File: src/rtl/uart_mmio_responder.sv
// Memory-mapped UART: DATA/STATUS/DIVISOR/CONTROL window with TX and RX FIFOs.
// Define UART_MMIO_LOOPBACK_EN to add the CONTROL loopback bit (internal tx -> rx).
module uart_mmio_responder #(
    parameter logic [31:0] BASE_ADDR  = 32'h0000_0400,
    parameter int unsigned DIV_RESET  = 868,
    parameter int unsigned FIFO_DEPTH = 4
) (
    input  logic        clk,
    input  logic        reset,
    input  logic        MemWrite,
    input  logic        MemRead,
    input  logic [31:0] Address,
    input  logic [31:0] WriteData,
    output logic [31:0] ReadData,
    output logic        Hit,
    output logic        tx,
    input  logic        rx,
    output logic        irq
);
    localparam int unsigned AW       = $clog2(FIFO_DEPTH);
    localparam logic [AW:0] FULL_CNT = (AW + 1)'(FIFO_DEPTH);
    localparam logic [15:0] DIV_INIT = 16'(DIV_RESET);

    localparam logic [1:0] S_IDLE = 2'd0, S_START = 2'd1, S_DATA = 2'd2, S_STOP = 2'd3;
    localparam logic [1:0] OFF_DATA = 2'd0, OFF_STATUS = 2'd1, OFF_DIV = 2'd2, OFF_CTRL = 2'd3;

    logic [15:0]   r_div;
    logic          r_ovr, r_ferr, r_irq;
    logic [7:0]    r_txf [FIFO_DEPTH];
    logic [AW-1:0] r_txf_wp, r_txf_rp;
    logic [AW:0]   r_txf_cnt;
    logic [7:0]    r_rxf [FIFO_DEPTH];
    logic [AW-1:0] r_rxf_wp, r_rxf_rp;
    logic [AW:0]   r_rxf_cnt;
    logic [1:0]    r_tx_st, r_rx_st;
    logic [15:0]   r_tx_cyc, r_tx_len, r_rx_cyc, r_rx_len;
    logic [2:0]    r_tx_bit, r_rx_bit;
    logic [7:0]    r_tx_sh, r_rx_sh;
    logic          r_tx_out;
    logic          r_rx_s1, r_rx_s2, r_rx_s3;

    logic       w_hit, w_wr, w_rd, w_rx_in;
    logic [1:0] w_off;
    logic       w_txf_empty, w_txf_full, w_rxf_empty, w_rxf_full, w_tx_busy;
    logic       w_tx_bit_end, w_tx_pop, w_tx_push;
    logic       w_rx_bit_end, w_rx_half_end, w_rx_done, w_rx_good, w_rx_pop, w_rx_push;
    logic       w_ovr_set, w_ferr_set, w_stat_rd;
    logic       w_unused_bits;

    assign w_hit = (Address[31:4] == BASE_ADDR[31:4]);
    assign w_off = Address[3:2];
    assign w_wr  = MemWrite && w_hit;
    assign w_rd  = MemRead && w_hit;
    assign Hit   = w_hit;
    assign irq   = r_irq;
    assign w_unused_bits = &{1'b0, Address[1:0], WriteData[31:16]};

    assign w_txf_empty = (r_txf_cnt == '0);
    assign w_txf_full  = (r_txf_cnt == FULL_CNT);
    assign w_rxf_empty = (r_rxf_cnt == '0);
    assign w_rxf_full  = (r_rxf_cnt == FULL_CNT);
    assign w_tx_busy   = (r_tx_st != S_IDLE);

    assign w_tx_bit_end = (r_tx_cyc == r_tx_len - 16'd1);
    assign w_tx_pop  = !w_txf_empty && ((r_tx_st == S_IDLE) || (r_tx_st == S_STOP && w_tx_bit_end));
    assign w_tx_push = w_wr && (w_off == OFF_DATA) && (!w_txf_full || w_tx_pop);

    assign w_rx_bit_end  = (r_rx_cyc == r_rx_len - 16'd1);
    assign w_rx_half_end = (r_rx_cyc == {1'b0, r_rx_len[15:1]} - 16'd1);
    assign w_rx_done  = (r_rx_st == S_STOP) && w_rx_bit_end;
    assign w_rx_good  = w_rx_done && r_rx_s2;
    assign w_rx_pop   = w_rd && (w_off == OFF_DATA) && !w_rxf_empty;
    // A pop in the same cycle frees the slot, so a full FIFO can still accept the byte.
    assign w_rx_push  = w_rx_good && (!w_rxf_full || w_rx_pop);
    assign w_ovr_set  = w_rx_good && w_rxf_full && !w_rx_pop;
    assign w_ferr_set = w_rx_done && !r_rx_s2;
    assign w_stat_rd  = w_rd && (w_off == OFF_STATUS);

`ifdef UART_MMIO_LOOPBACK_EN
    logic r_ctrl;
    assign tx      = r_ctrl ? 1'b1 : r_tx_out;
    assign w_rx_in = r_ctrl ? r_tx_out : rx;
`else
    assign tx      = r_tx_out;
    assign w_rx_in = rx;
`endif

    always_ff @(posedge clk) begin
        if (reset) begin
            r_div  <= DIV_INIT;
            r_ovr  <= 1'b0;
            r_ferr <= 1'b0;
            r_irq  <= 1'b0;
`ifdef UART_MMIO_LOOPBACK_EN
            r_ctrl <= 1'b0;
`endif
        end else begin
            if (w_wr && w_off == OFF_DIV)
                r_div <= (WriteData[15:0] < 16'd2) ? 16'd2 : WriteData[15:0];
`ifdef UART_MMIO_LOOPBACK_EN
            if (w_wr && w_off == OFF_CTRL)
                r_ctrl <= WriteData[0];
`endif
            r_ovr  <= w_ovr_set || (r_ovr && !w_stat_rd);
            r_ferr <= w_ferr_set || (r_ferr && !w_stat_rd);
            r_irq  <= !w_rxf_empty || r_ovr || r_ferr;
        end
    end

    always_ff @(posedge clk) begin
        if (reset) begin
            r_txf_wp <= '0; r_txf_rp <= '0; r_txf_cnt <= '0;
            r_rxf_wp <= '0; r_rxf_rp <= '0; r_rxf_cnt <= '0;
        end else begin
            if (w_tx_push) begin
                r_txf[r_txf_wp] <= WriteData[7:0];
                r_txf_wp <= r_txf_wp + 1'b1;
            end
            if (w_tx_pop) r_txf_rp <= r_txf_rp + 1'b1;
            if (w_tx_push && !w_tx_pop) r_txf_cnt <= r_txf_cnt + 1'b1;
            else if (!w_tx_push && w_tx_pop) r_txf_cnt <= r_txf_cnt - 1'b1;

            if (w_rx_push) begin
                r_rxf[r_rxf_wp] <= r_rx_sh;
                r_rxf_wp <= r_rxf_wp + 1'b1;
            end
            if (w_rx_pop) r_rxf_rp <= r_rxf_rp + 1'b1;
            if (w_rx_push && !w_rx_pop) r_rxf_cnt <= r_rxf_cnt + 1'b1;
            else if (!w_rx_push && w_rx_pop) r_rxf_cnt <= r_rxf_cnt - 1'b1;
        end
    end

    // Bit length is latched at each start bit so divisor writes never disturb a frame.
    always_ff @(posedge clk) begin
        if (reset) begin
            r_tx_st <= S_IDLE; r_tx_cyc <= '0; r_tx_len <= DIV_INIT;
            r_tx_bit <= '0; r_tx_sh <= '0; r_tx_out <= 1'b1;
        end else begin
            case (r_tx_st)
                S_IDLE: if (w_tx_pop) begin
                    r_tx_st <= S_START; r_tx_sh <= r_txf[r_txf_rp];
                    r_tx_len <= r_div; r_tx_cyc <= '0; r_tx_out <= 1'b0;
                end
                S_START: if (w_tx_bit_end) begin
                    r_tx_st <= S_DATA; r_tx_cyc <= '0; r_tx_bit <= '0;
                    r_tx_out <= r_tx_sh[0]; r_tx_sh <= {1'b0, r_tx_sh[7:1]};
                end else r_tx_cyc <= r_tx_cyc + 16'd1;
                S_DATA: if (w_tx_bit_end) begin
                    r_tx_cyc <= '0;
                    if (r_tx_bit == 3'd7) begin
                        r_tx_st <= S_STOP; r_tx_out <= 1'b1;
                    end else begin
                        r_tx_bit <= r_tx_bit + 3'd1;
                        r_tx_out <= r_tx_sh[0]; r_tx_sh <= {1'b0, r_tx_sh[7:1]};
                    end
                end else r_tx_cyc <= r_tx_cyc + 16'd1;
                S_STOP: if (w_tx_bit_end) begin
                    r_tx_cyc <= '0;
                    if (w_tx_pop) begin
                        r_tx_st <= S_START; r_tx_sh <= r_txf[r_txf_rp];
                        r_tx_len <= r_div; r_tx_out <= 1'b0;
                    end else begin
                        r_tx_st <= S_IDLE; r_tx_out <= 1'b1;
                    end
                end else r_tx_cyc <= r_tx_cyc + 16'd1;
            endcase
        end
    end

    always_ff @(posedge clk) begin
        if (reset) begin
            r_rx_s1 <= 1'b1; r_rx_s2 <= 1'b1; r_rx_s3 <= 1'b1;
            r_rx_st <= S_IDLE; r_rx_cyc <= '0; r_rx_len <= DIV_INIT;
            r_rx_bit <= '0; r_rx_sh <= '0;
        end else begin
            r_rx_s1 <= w_rx_in; r_rx_s2 <= r_rx_s1; r_rx_s3 <= r_rx_s2;
            case (r_rx_st)
                S_IDLE: if (r_rx_s3 && !r_rx_s2) begin
                    r_rx_st <= S_START; r_rx_cyc <= '0; r_rx_len <= r_div;
                end
                S_START: if (w_rx_half_end) begin
                    r_rx_cyc <= '0; r_rx_bit <= '0;
                    r_rx_st <= r_rx_s2 ? S_IDLE : S_DATA;
                end else r_rx_cyc <= r_rx_cyc + 16'd1;
                S_DATA: if (w_rx_bit_end) begin
                    r_rx_cyc <= '0;
                    r_rx_sh <= {r_rx_s2, r_rx_sh[7:1]};
                    if (r_rx_bit == 3'd7) r_rx_st <= S_STOP;
                    else r_rx_bit <= r_rx_bit + 3'd1;
                end else r_rx_cyc <= r_rx_cyc + 16'd1;
                S_STOP: if (w_rx_bit_end) begin
                    r_rx_cyc <= '0; r_rx_st <= S_IDLE;
                end else r_rx_cyc <= r_rx_cyc + 16'd1;
            endcase
        end
    end

    always_comb begin
        ReadData = '0;
        if (w_hit) begin
            case (w_off)
                OFF_DATA:   if (!w_rxf_empty) ReadData[7:0] = r_rxf[r_rxf_rp];
                OFF_STATUS: ReadData[5:0] = {r_ferr, w_tx_busy, r_ovr, w_rxf_empty, w_txf_empty, w_txf_full};
                OFF_DIV:    ReadData[15:0] = r_div;
                OFF_CTRL: begin
`ifdef UART_MMIO_LOOPBACK_EN
                    ReadData[0] = r_ctrl;
`endif
                end
            endcase
        end
    end
endmodule
File: config.mk
export PLATFORM = sky130hd
export DESIGN_NAME = uart_mmio_responder
export DESIGN_NICKNAME = d
export VERILOG_FILES = /design/src/rtl/uart_mmio_responder.sv
export SDC_FILE = /design/constraint.sdc
export NUM_CORES = 1
export LEC_CHECK = 0
export BUFFER_PORTS_ARGS = -buffer_cell sky130_fd_sc_hd__buf_4
export CORE_MARGIN = 2
export CORE_UTILIZATION = 55
export DETAILED_ROUTE_END_ITERATION = 8
export PLACE_DENSITY = 0.78
export SYNTH_ARGS = -nofsm -noshare
export SYNTH_HDL_FRONTEND = slang
export SYNTH_SLANG_ARGS = --single-unit
File: constraint.sdc
create_clock -name clk -period 4.8 [get_ports clk]
set_input_delay 0.96 -clock clk [delete_from_list [all_inputs] [get_ports clk]]
set_output_delay 0.96 -clock clk [all_outputs]
set_load 0.02 [all_outputs]
Yosys cells after proc, flatten, opt, wreduce, memory -nomap -nowiden
Memory sizes are Yosys's and may differ from the RTL's. A register that Yosys moved wholly into a read port is not among the register bits.
Cells that the tools add are included.

word-level totals
  flip-flop bits (word level) = 127
  bits in latches = 0
  bits in writable memories = 64
  bits in read-only memories = 0
  input bits = 69
  output and inout bits = 35
  logic and storage cells = 197
  memories kept = 2

memory list
  memory  words  bits a word  rd ports  clocked after Yosys merged registers in  write ports  RTL line  RTL
  r_rxf   4      8            1         1                                        1            32        logic [7:0] r_rxf [FIFO_DEPTH];
  r_txf   4      8            1         1                                        1            29        logic [7:0] r_txf [FIFO_DEPTH];

operators by class
  $add $sub $neg = 15
  $mul = 0
  div/mod/pow operators = 0
  order comparisons = 1
  eq/ne operators = 28
  shifts and indexed selects = 0
  mux-type cells = 65
  bitwise gates (word level) = 0
  reductions and logical operators = 62

operators with widths
  operator                 count
  $mux W16                 9
  $pmux W16 S2             2
  $mux W8                  7
  $eq A16 B16 Y1           3
  $pmux W16 S3             1
  $add A16 B1 Y16 const B  2
  $pmux W8 S4              1
  $sub A16 B1 Y16 const B  2
  $mux W2                  15
  $mux W3                  10
  $eq A28 B7 Y1 const B    1
  $ne A2 B2 Y1 const B     12
  $logic_and A1 B1 Y1      23
  $pmux W6 S3              1
  $lt A16 B2 Y1 const B    1
  $pmux W2 S4              2
  $reduce_and A4 Y1        4
  $sub A15 B1 Y16 const B  1
  $mux W1                  13
  $add A3 B1 Y3 const B    4
  $eq A3 B3 Y1 const B     4
  $pmux W3 S2              2
  $reduce_bool A2 Y1       6
  $eq A2 B2 Y1 const B     5
  13 further kinds         40

Longest topological paths before layout
Gate-level depths: netlist (run 1).

  word-level depth = 11
  mapped depth = 16
  gate-level depth less buffers = 15

Worst setup path before layout (run 1)
OpenSTA, ideal clock, no wires.

  path type = reg2reg
  from = register r_rx_len[1]
  to = register r_rxf_cnt[2]
  library setup time = 0.070 ns
  data arrival time = 3.857 ns
  data required time = 4.730 ns
  path slack = 0.873 ns
  cell stages (with the launch flop) = 16
  buffers on the path = 0
  clock period less this slack = 3.927 ns
  path through = dfxtp_1 -> inv_1 -> ha_1 -> or4b_2 -> or2_2 -> o311a_1 -> o21ai_0 -> o2111ai_1 -> a211o_1 -> nor3_1 -> ha_1 -> inv_1 -> fa_1 -> xor2_1 -> or3_1 -> a21oi_1

on the way
  word-level cells in the longest chain between the ends = 8
  elaborated cells between the ends (all ways) = 10
  classes of those cells = 1 x add/sub; 1 x eq/ne; 1 x mux; 7 x reduce/logical

RTL lines
  element                              RTL line  RTL
  start, declared                      36        logic [15:0] r_tx_cyc, r_tx_len, r_rx_cyc, r_rx_len;
  start signal, assigned               173       r_rx_st <= S_IDLE; r_rx_cyc <= '0; r_rx_len <= DIV_INIT;
  start signal, assigned               179       r_rx_st <= S_START; r_rx_cyc <= '0; r_rx_len <= r_div;
  $sub A16 B1 Y16 (*)                  68        assign w_rx_bit_end = (r_rx_cyc == r_rx_len - 16'd1);
  $eq A16 B16 Y1 (*)                   68
  $logic_and A1 B1 Y1 (*)              70        assign w_rx_done = (r_rx_st == S_STOP) && w_rx_bit_end;
  $logic_and A1 B1 Y1 (*)              71        assign w_rx_good = w_rx_done && r_rx_s2;
  $logic_and A1 B1 Y1 (*)              74        assign w_rx_push = w_rx_good && (!w_rxf_full || w_rx_pop);
  $logic_not A1 Y1                     129       else if (!w_rx_push && w_rx_pop) r_rxf_cnt <= r_rxf_cnt - 1'b1;
  $logic_and A1 B1 Y1                  129
  $reduce_bool A2 Y1 (no source line)  n/a
  end signal, assigned                 128       if (w_rx_push && !w_rx_pop) r_rxf_cnt <= r_rxf_cnt + 1'b1;
  end signal, assigned                 129
  end, declared                        34        logic [AW:0] r_rxf_cnt;

Mark *: on every way between the ends. The rest lies on a longest branch, timed or not.
A chain may end at the register's enable or synchronous reset.

Worst setup path after layout (run 1)
Same ends and word-level chain as after synthesis.

==> impl_metrics.json, run 1 <==
{
  "crit_start": "r_rx_len[1]",
  "drc": 0,
  "insertedDiodeCount": 0,
  "fin_crit_ns": 4.35,
  "drive_gt1_frac": 0.135,
  "met1_usage": 0.334,
  "r2r-end": "r_rxf_cnt[2]",
  "async_flop_share": 0,
  "ios": 104,
  "die_x_microns": 141,
  "cts-hold-fix-buffers": 0,
  "ant_nets": 0,
  "antenna_found_initial": 0,
  "synth.distinct_cells": 79,
  "post_cts_buffers": 0,
  "postPlaceCellArea_sq_mm": 0.0109,
  "place_hpwl_microns": 16700,
  "max_slew.worst_pin.slew_ns": 1.00,
  "setup_tns_ns": 0,
  "grt_util_met2": 0.396,
  "syn-cell-area_sq_mm": 0.0103,
  "hold_viol": 0,
  "wl_microns": 23800,
  "grt_max_degree": 59,
  "grt_setup_unrepaired": "false",
  "syn_area_per_cell_sq_um": 9.55,
  "hp-class": "reg2reg",
  "die_y_microns": 141,
  "p_leak_nw": 4.42,
  "cts_sinks": 195,
  "cap_violations": 0,
  "clk_path_buf_depth": 2,
  "cp_max_fo": 5,
  "cts_tree": "done",
  "grt_pass1_vias": 7873,
  "yosysWarnings": 0,
  "avgViaCountPerCell": 6.04,
  "worstSkewPairLatency_ns": 0.44,
  "worst_ep_arrival_time_ns": 4.71,
  "ys_seq_elements": 195,
  "final-setup-viol-count": 0,
  "synthFlopType": "dfxtp_1",
  "seq_area_frac_synth": 0.440,
  "core-area_sq_mm": 0.0186,
  "crit_path_end_kind": "register",
  "busiest_layer": "met2",
  "postLayoutSetupSlackWorst_ns": 0.455,
  "dieArea_sq_mm": 0.0199,
  "cts_resized": 0,
  "slew_headroom": 0.326,
  "row_count": 50,
  "num_vias": 8242,
  "grt.total_usage": 0.244,
  "fin_worst_skew_ns": 0.0115,
  "cts-buffers-inserted": 17,
  "first_pass_iters": 6,
  "ir_drop_uv": 241,
  "drtIter0Drc": 731,
  "rr_worst_depth": 15,
  "wire_per_inst_microns": 17.5,
  "io_buffers": 69,
  "area_growth_pct": 11.3,
  "maxSlewViolCount": 0,
  "layout_commonest_cell": "dfxtp_1",
  "htreeDepth": 4,
  "synth_edf_count": 64,
  "fin_area_sq_mm": 0.0115,
  "fmax_mhz": 230,
  "status": "completed",
  "critPathKind": "reg2reg",
  "path_clk_slew_ns": 0.07,
  "nFillCells": 1488,
  "rrSetupSlack_ns": 0.45,
  "cts_root_buffer": "clkbuf_16",
  "gp_congestion": 0.916,
  "final_cell_mix": "dfxtp_1, nand2_1, buf_4, nor2_1, edfxtp_1",
  "syn_inst": 1081,
  "initial_core_util": 0.556,
  "gr-total-overflow": 0,
  "post-route-period-util": 0.905,
  "reg2reg_from": "r_rx_len[1]",
  "pre_cts_ws_ns": 0.460,
  "power_density_mw_per_mm2": 366,
  "required_ns": 5.16,
  "crit_end": "r_rxf_cnt[2]",
  "cp-start-kind": "register",
  "gr-usage-met3": 0.0425,
  "nets": 1211,
  "grt_pass1_wl_microns": 39000
}
## layer usage
metal	wire, microns	vias to the layer above
met5	0	-
met4	537	0
met3	1420	43
met2	11200	288
met1	10700	3956
li1	-	3955
## logic make-up after synthesis
group                      after synthesis  synth area share
AOI/OAI and AO/OA                      209             0.138
and+or+nand+nor                        414             0.209
xor gates and xnor gates                72            0.0625
DFF                                    195             0.440
other                                    1          0.000363
buffers and inverters                  119            0.0543
muxes                                   46            0.0640
adders and majority gates               25            0.0317
## per-stage QoR
step,utilization,power (mW),hold WS (ns),std cells
floorplan,-,2.58,0.389,1096
global placement,0.586,2.74,0.398,1332
detailed placement,0.586,2.76,0.403,1332
CTS,0.619,4.21,0.421,1364
global route,0.619,4.38,0.433,1364
finish,0.619,4.20,0.418,1364
## Yosys cell counts, drive strengths merged, types with 9 or more instances
master	n	area, sq um
xor2	31	272
inv	37	139
buf	31	230
nor2	81	304
and3	22	138
and2	23	144
o21ai	26	130
nand4	16	100
a21oi	60	312
nand3	32	160
o31ai	17	128
nor4b	12	105
mux2i	30	300
clkbuf	49	184
xnor2	40	350
nor4	25	186
dfxtp	131	2620
a21o	9	67.6
a22oi	11	82.6
a31oi	19	119
nand2	120	450
ha	23	288
mux4	16	360
nor3	19	100
edfxtp	64	1920
nand2b	11	68.8
## worst min path at each step
stage / start / to / slack [ns] / depth (start not counted)
2_1_floorplan: r_rx_s1 / r_rx_s2 / 0.39 / 1
3_3_place_gp: r_rx_s1 / r_rx_s2 / 0.40 / 1
3_5_place_dp: r_rx_s1 / r_rx_s2 / 0.40 / 1
4_1_cts: r_rx_s1 / r_rx_s2 / 0.42 / 1
5_1_grt: r_rx_s1 / r_rx_s2 / 0.43 / 1
6_report: r_rx_s1 / r_rx_s2 / 0.42 / 1
## registers in the layout, indices dropped and copies added, names as in the netlist, 3 cells and up, named ones only
name,flops
r_div,16
r_rx_bit,3
r_rx_cyc,16
r_rx_len,16
r_rx_sh,8
r_rxf,32
r_rxf_cnt,3
r_tx_bit,3
r_tx_cyc,16
r_tx_len,16
r_tx_sh,8
r_txf,32
r_txf_cnt,3
## area by class of cell
type	count	area, sq um	area share
inverter	39	146	0.0127
timing repair buffer	82	616	0.0536
multi-input combinational	782	5290	0.460
clock inverter	14	179	0.0156
tap	234	293	0.0255
sequential	195	4540	0.395
clock buffer	18	429	0.0373
## critical path, cell delays in order (launching register included)
cell       delay [ns]
dfxtp_1          0.36
inv_1            0.09
ha_1             0.19
or4b_2           0.68
or2_2            0.32
o311a_1          0.35
o21ai_0          0.27
o2111ai_1        0.16
a211o_1          0.34
nor3_1           0.25
ha_1             0.22
inv_1            0.06
fa_1             0.37
xor2_1           0.17
or3_1            0.30
a21oi_1          0.14
## where the power goes
part / switching (mW) / internal, mW / total [mW] / leakage [nW]
combinational: 0.538 / 0.373 / 0.910 / 2.44
sequential: 0.0719 / 1.76 / 1.83 / 1.68
clock: 0.706 / 0.754 / 1.46 / 0.298
total: 1.32 / 2.89 / 4.20 / 4.42
(Power assumes the default switching activity.)
==> run 2, diff against run 1 <==
Settings changed: BUFFER_PORTS_ARGS -buffer_cell sky130_fd_sc_hd__buf_4 to unset, DONT_BUFFER_PORTS set to 1, PLACE_DENSITY 0.78 to 0.73.
==> run 2 against run 1 <==
  * First-iteration DRC count down 13%
  * Setup slack worse by 0.019 ns
  * Clock power fell by 3%
  * Largest cell class unchanged
  * Routed wire length decreased by 3.9%
  * Sequential cell count did not move
  * Highest routed layer unchanged
  * Core utilization down 3.0 points
==> impl_metrics.json, run 2 (synthesis gave the netlist of run 1 again) <==
{
  "status": "completed",
  "post-place-cells": 1260,
  "whs_ns": 0.419,
  "top_layer": "met4",
  "grt_pass1_wl_microns": 37100,
  "ios": 104,
  "fin_cells": 1292,
  "cp_max_fo": 5,
  "cp_num_buf_inv": 2,
  "hold_path_end": "r_rx_s2",
  "initial_core_util": 0.556,
  "final_cell_mix": "dfxtp_1, nand2_1, nor2_1, edfxtp_1, a21oi_1",
  "num_vias": 7804,
  "grt_setup_unrepaired": "false",
  "path_clk_slew_ns": 0.08,
  "r2r-end": "r_rxf_cnt[2]",
  "antenna_found_initial": 0,
  "post_cts_buffers": 0,
  "grt.total_usage": 0.234,
  "rr_worst_depth": 15,
  "final-setup-viol-count": 0,
  "cts_root_buffer": "clkbuf_16",
  "layout_commonest_cell": "dfxtp_1",
  "met3_length_microns": 1350,
  "wire_per_inst_microns": 17.7,
  "first_pass_iters": 5,
  "area_growth_pct": 5.95,
  "cts_tree": "done",
  "fin_worst_skew_ns": 0.0136,
  "critPathKind": "reg2reg",
  "top_regs": "r_rxf x32, r_txf x32",
  "nets": 1139,
  "wl_met1_microns": 10700,
  "p_leak_nw": 4.06,
  "drive_gt1_frac": 0.0756,
  "reg2reg_from": "r_rx_len[1]",
  "required_ns": 5.17,
  "crit_path_cell_trace": "inv_1 > ha_1 > or4b_2 > or2_2 > o311a_1 > o21ai_0 > o2111ai_1 > a211o_1 > nor3_1 > ha_1 > inv_1 > fa_1 > xor2_1 > or3_1 > a21oi_1",
  "worst_ep_arrival_time_ns": 4.74,
  "place_hpwl_microns": 16300,
  "row_count": 50,
  "core-area_sq_mm": 0.0186,
  "crit_cells": 15,
  "route.met2.wl_microns": 10500,
  "cap_violations": 0,
  "slew_headroom": 0.329,
  "die_y_microns": 141,
  "fmax_mhz": 229,
  "hold_depth": 1,
  "drc": 0,
  "cp_slowest_cell": "or4b_2",
  "ant_nets": 0,
  "ir_drop_uv": 301,
  "cp-start-kind": "register",
  "cts_resized": 0,
  "io_buffers": 0,
  "cpPeakStageDelay_ns": 0.67,
  "avgViaCountPerCell": 6.04,
  "cts-hold-fix-buffers": 0,
  "power_density_mw_per_mm2": 373,
  "worstSkewPairLatency_ns": 0.44,
  "critical_path.top_delay_family": "simple AND/OR/NAND/NOR gates",
  "grt_pass1_vias": 7188,
  "crit_path_end_kind": "register",
  "htreeDepth": 4,
  "fin_crit_ns": 4.36,
  "drtIter0Drc": 634,
  "max_slew.worst_pin.slew_ns": 1.00,
  "grt_max_degree": 96,
  "maxSlewViolCount": 0,
  "insertedDiodeCount": 0,
  "setup_tns_ns": 0,
  "rrSetupSlack_ns": 0.44,
  "hold_viol": 0,
  "min_from": "r_rx_s1",
  "hp-class": "reg2reg",
  "wl_microns": 22900,
  "nFillCells": 1550,
  "cts_sinks": 195,
  "gr-total-overflow": 0,
  "clk_path_buf_depth": 2,
  "post-route-period-util": 0.909,
  "gp_congestion": 0.922,
  "dieArea_sq_mm": 0.0199,
  "die_x_microns": 141,
  "cts-buffers-inserted": 17
}
[run 2: through the flow]
stage | setup WS (ns) | power, mW | cell area [sq um] | utilization
2_1_floorplan | 0.873 | 2.58 | 10400 | -
3_5_place_dp | 0.446 | 2.70 | 10300 | 0.557
4_1_cts | 0.426 | 4.10 | 10900 | 0.589
3_3_place_gp | 0.506 | 2.68 | 10300 | 0.557
6_report | 0.435 | 4.08 | 10900 | 0.589
5_1_grt | 0.220 | 4.29 | 10900 | 0.589
[run 2: metal layers]
metal	GRT usage	vias to the layer above
met5	0	-
met4	0.0684	0
met3	0.0550	29
met2	0.367	214
met1	0.327	3757
li1	-	3804
[run 2: layout make-up]
class | count | area, sq um | area share
multi-input combinational | 782 | 5290 | 0.483
timing repair buffer | 10 | 75.1 | 0.00686
clock inverter | 14 | 165 | 0.0151
inverter | 39 | 146 | 0.0134
tap | 234 | 293 | 0.0268
sequential | 195 | 4540 | 0.415
clock buffer | 18 | 429 | 0.0392
[run 2: worst register-to-register path: cells and delay by family (launching register included)]
| family | cells | cell delay [ns] |
|---|---|---|
| fa+ha+maj | 3 | 0.75 |
| flops | 1 | 0.36 |
| compound gates | 5 | 1.38 |
| xor+xnor | 1 | 0.18 |
| simple gates | 4 | 1.49 |
| buf+inv | 2 | 0.15 |
[run 2: worst max path at each step]
stage / to / startpoint
2_1_floorplan: r_rxf_cnt[2] / r_rx_len[1]
3_3_place_gp: r_rxf_cnt[2] / r_rx_len[1]
5_1_grt: r_rxf_cnt[2] / r_rx_len[1]
6_report: r_rxf_cnt[2] / r_rx_len[1]
3_5_place_dp: r_rxf_cnt[2] / r_rx_len[1]
4_1_cts: r_rxf_cnt[2] / r_rx_len[1]
[run 2: report_power, final]
part	total (mW)	switching, mW	internal, mW	leakage [nW]
sequential	1.84	0.0773	1.76	1.68
combinational	0.826	0.485	0.341	2.08
clock	1.42	0.712	0.707	0.291
==> run 3, diff against run 2 <==
Settings changed: TNS_END_PERCENT set to 100.
Clock period 4.8 ns to 4.69 ns, I/O delays scaled along.
==> run 3 against run 2 <==
  * Global-route usage grew 0.27 points
  * Highest routed layer unchanged
  * Largest cell class unchanged
  * Clock power grew 3%
  * Design area is essentially flat
  * Core utilization is essentially flat
  * Largest power group unchanged
  * Setup slack lost 0.090 ns
  * Routed wire length grew 0.40%
  * Die area is the same
  * First-iteration DRC count grew 12%
  * Total power grew 2.7%
==> impl_metrics.json, run 3 (synthesis gave the netlist of run 1 again) <==
{
  "hp-class": "reg2reg",
  "whs_ns": 0.432,
  "top_layer": "met4",
  "top_regs": "r_rxf x32, r_txf x32",
  "critical_path.top_delay_family": "simple AND/OR/NAND/NOR gates",
  "wire_per_inst_microns": 17.8,
  "num_vias": 7894,
  "crit_path_end_kind": "register",
  "power_density_mw_per_mm2": 383,
  "path_clk_slew_ns": 0.08,
  "required_ns": 5.07,
  "cts_tree": "done",
  "gp_congestion": 0.908,
  "wl_microns": 23000,
  "grt_setup_unrepaired": "false",
  "ios": 104,
  "ir_drop_uv": 262,
  "cts_root_buffer": "clkbuf_16",
  "die_x_microns": 141,
  "avgViaCountPerCell": 6.11,
  "post_cts_buffers": 0,
  "wl_met1_microns": 10500,
  "fmax_mhz": 230,
  "grt_pass1_vias": 7447,
  "fin_worst_skew_ns": 0.0118,
  "max_slew.worst_pin.slew_ns": 1.10,
  "first_pass_iters": 7,
  "hold_viol": 0,
  "route.met2.wl_microns": 10700,
  "core-area_sq_mm": 0.0186,
  "insertedDiodeCount": 0,
  "clk_path_buf_depth": 2,
  "worstSkewPairLatency_ns": 0.44,
  "setup_tns_ns": 0,
  "area_growth_pct": 5.97,
  "cts-hold-fix-buffers": 0,
  "cts-buffers-inserted": 17,
  "cp_num_buf_inv": 2,
  "post-place-cells": 1261,
  "row_count": 50,
  "nets": 1140,
  "post-route-period-util": 0.926,
  "dieArea_sq_mm": 0.0199,
  "cpPeakStageDelay_ns": 0.67,
  "cts_sinks": 195,
  "antenna_found_initial": 0,
  "io_buffers": 0,
  "status": "completed",
  "die_y_microns": 141,
  "cp_slowest_cell": "or4b_2",
  "fin_cells": 1293,
  "met3_length_microns": 1380,
  "critPathKind": "reg2reg",
  "final-setup-viol-count": 0,
  "drive_gt1_frac": 0.0765,
  "initial_core_util": 0.556,
  "drtIter0Drc": 711,
  "grt_max_degree": 96,
  "maxSlewViolCount": 0,
  "grt.total_usage": 0.237,
  "layout_commonest_cell": "dfxtp_1",
  "cp-start-kind": "register",
  "rrSetupSlack_ns": 0.35,
  "place_hpwl_microns": 16200,
  "cp_max_fo": 5,
  "fin_crit_ns": 4.34,
  "final_cell_mix": "dfxtp_1, nand2_1, nor2_1, edfxtp_1, a21oi_1",
  "worst_ep_arrival_time_ns": 4.72,
  "cts_resized": 0,
  "gr-total-overflow": 0,
  "slew_headroom": 0.262,
  "drc": 0,
  "grt_pass1_wl_microns": 37900,
  "ant_nets": 0,
  "p_leak_nw": 4.06,
  "htreeDepth": 4,
  "crit_path_cell_trace": "inv_1 > ha_1 > or4b_2 > or2_2 > o311a_1 > o21ai_0 > o2111ai_1 > a211o_1 > nor3_1 > ha_1 > inv_1 > fa_1 > xor2_1 > or3_1 > a21oi_1",
  "cap_violations": 0
}
[run 3: cell count changes in the layout (fill, tap and decap cells not counted), sizes merged]
cell    delta
buf        +1
clkinv     -2
inv        +2
[run 3: power breakdown]
part	switching, mW	internal (mW)
logic	0.501	0.350
registers	0.0789	1.80
clock network	0.735	0.725
total	1.31	2.88
[run 3: path summary, 6_finish.rpt]
kind	start	endpoint	depth (start not counted)
setup / recovery	r_rx_len[1]	r_rxf_cnt[2]	15
hold / removal	r_rx_s1	r_rx_s2	1
setup reg to reg	r_rx_len[1]	r_rxf_cnt[2]	15
hold reg to reg	r_rx_s1	r_rx_s2	1
[run 3: worst register-to-register path: stages (launching register included)]
cell and delay, ns:
dfxtp_1 0.37, inv_1 0.10, ha_1 0.17, or4b_2 0.67
or2_2 0.31, o311a_1 0.34, o21ai_0 0.37, o2111ai_1 0.18
a211o_1 0.33, nor3_1 0.19, ha_1 0.20, inv_1 0.06
fa_1 0.37, xor2_1 0.18, or3_1 0.30, a21oi_1 0.13
[run 3: per-layer routing]
layer  track usage  vias up
met4        0.0689        0
met1         0.333     3790
met5             0        -
met2         0.377      250
met3        0.0448       36
li1              -     3818
[run 3: stage by stage]
step | setup slack [ns] | util | total power, mW | cell area [sq um]
2_1_floorplan | 0.763 | - | 2.64 | 10400
6_report | 0.346 | 0.589 | 4.19 | 10900
5_1_grt | 0.0702 | 0.589 | 4.38 | 10900
3_5_place_dp | 0.340 | 0.557 | 2.76 | 10400
3_3_place_gp | 0.428 | 0.557 | 2.75 | 10400
4_1_cts | 0.341 | 0.589 | 4.20 | 10900
[run 3: final cells by class]
type | instances | area (sq um)
tap | 234 | 293
sequential | 195 | 4540
fill | 1549 | 7640
inverter | 39 | 146
multi-input combinational | 782 | 5290
clock inverter | 14 | 160
clock buffer | 18 | 429
timing repair buffer | 11 | 82.6
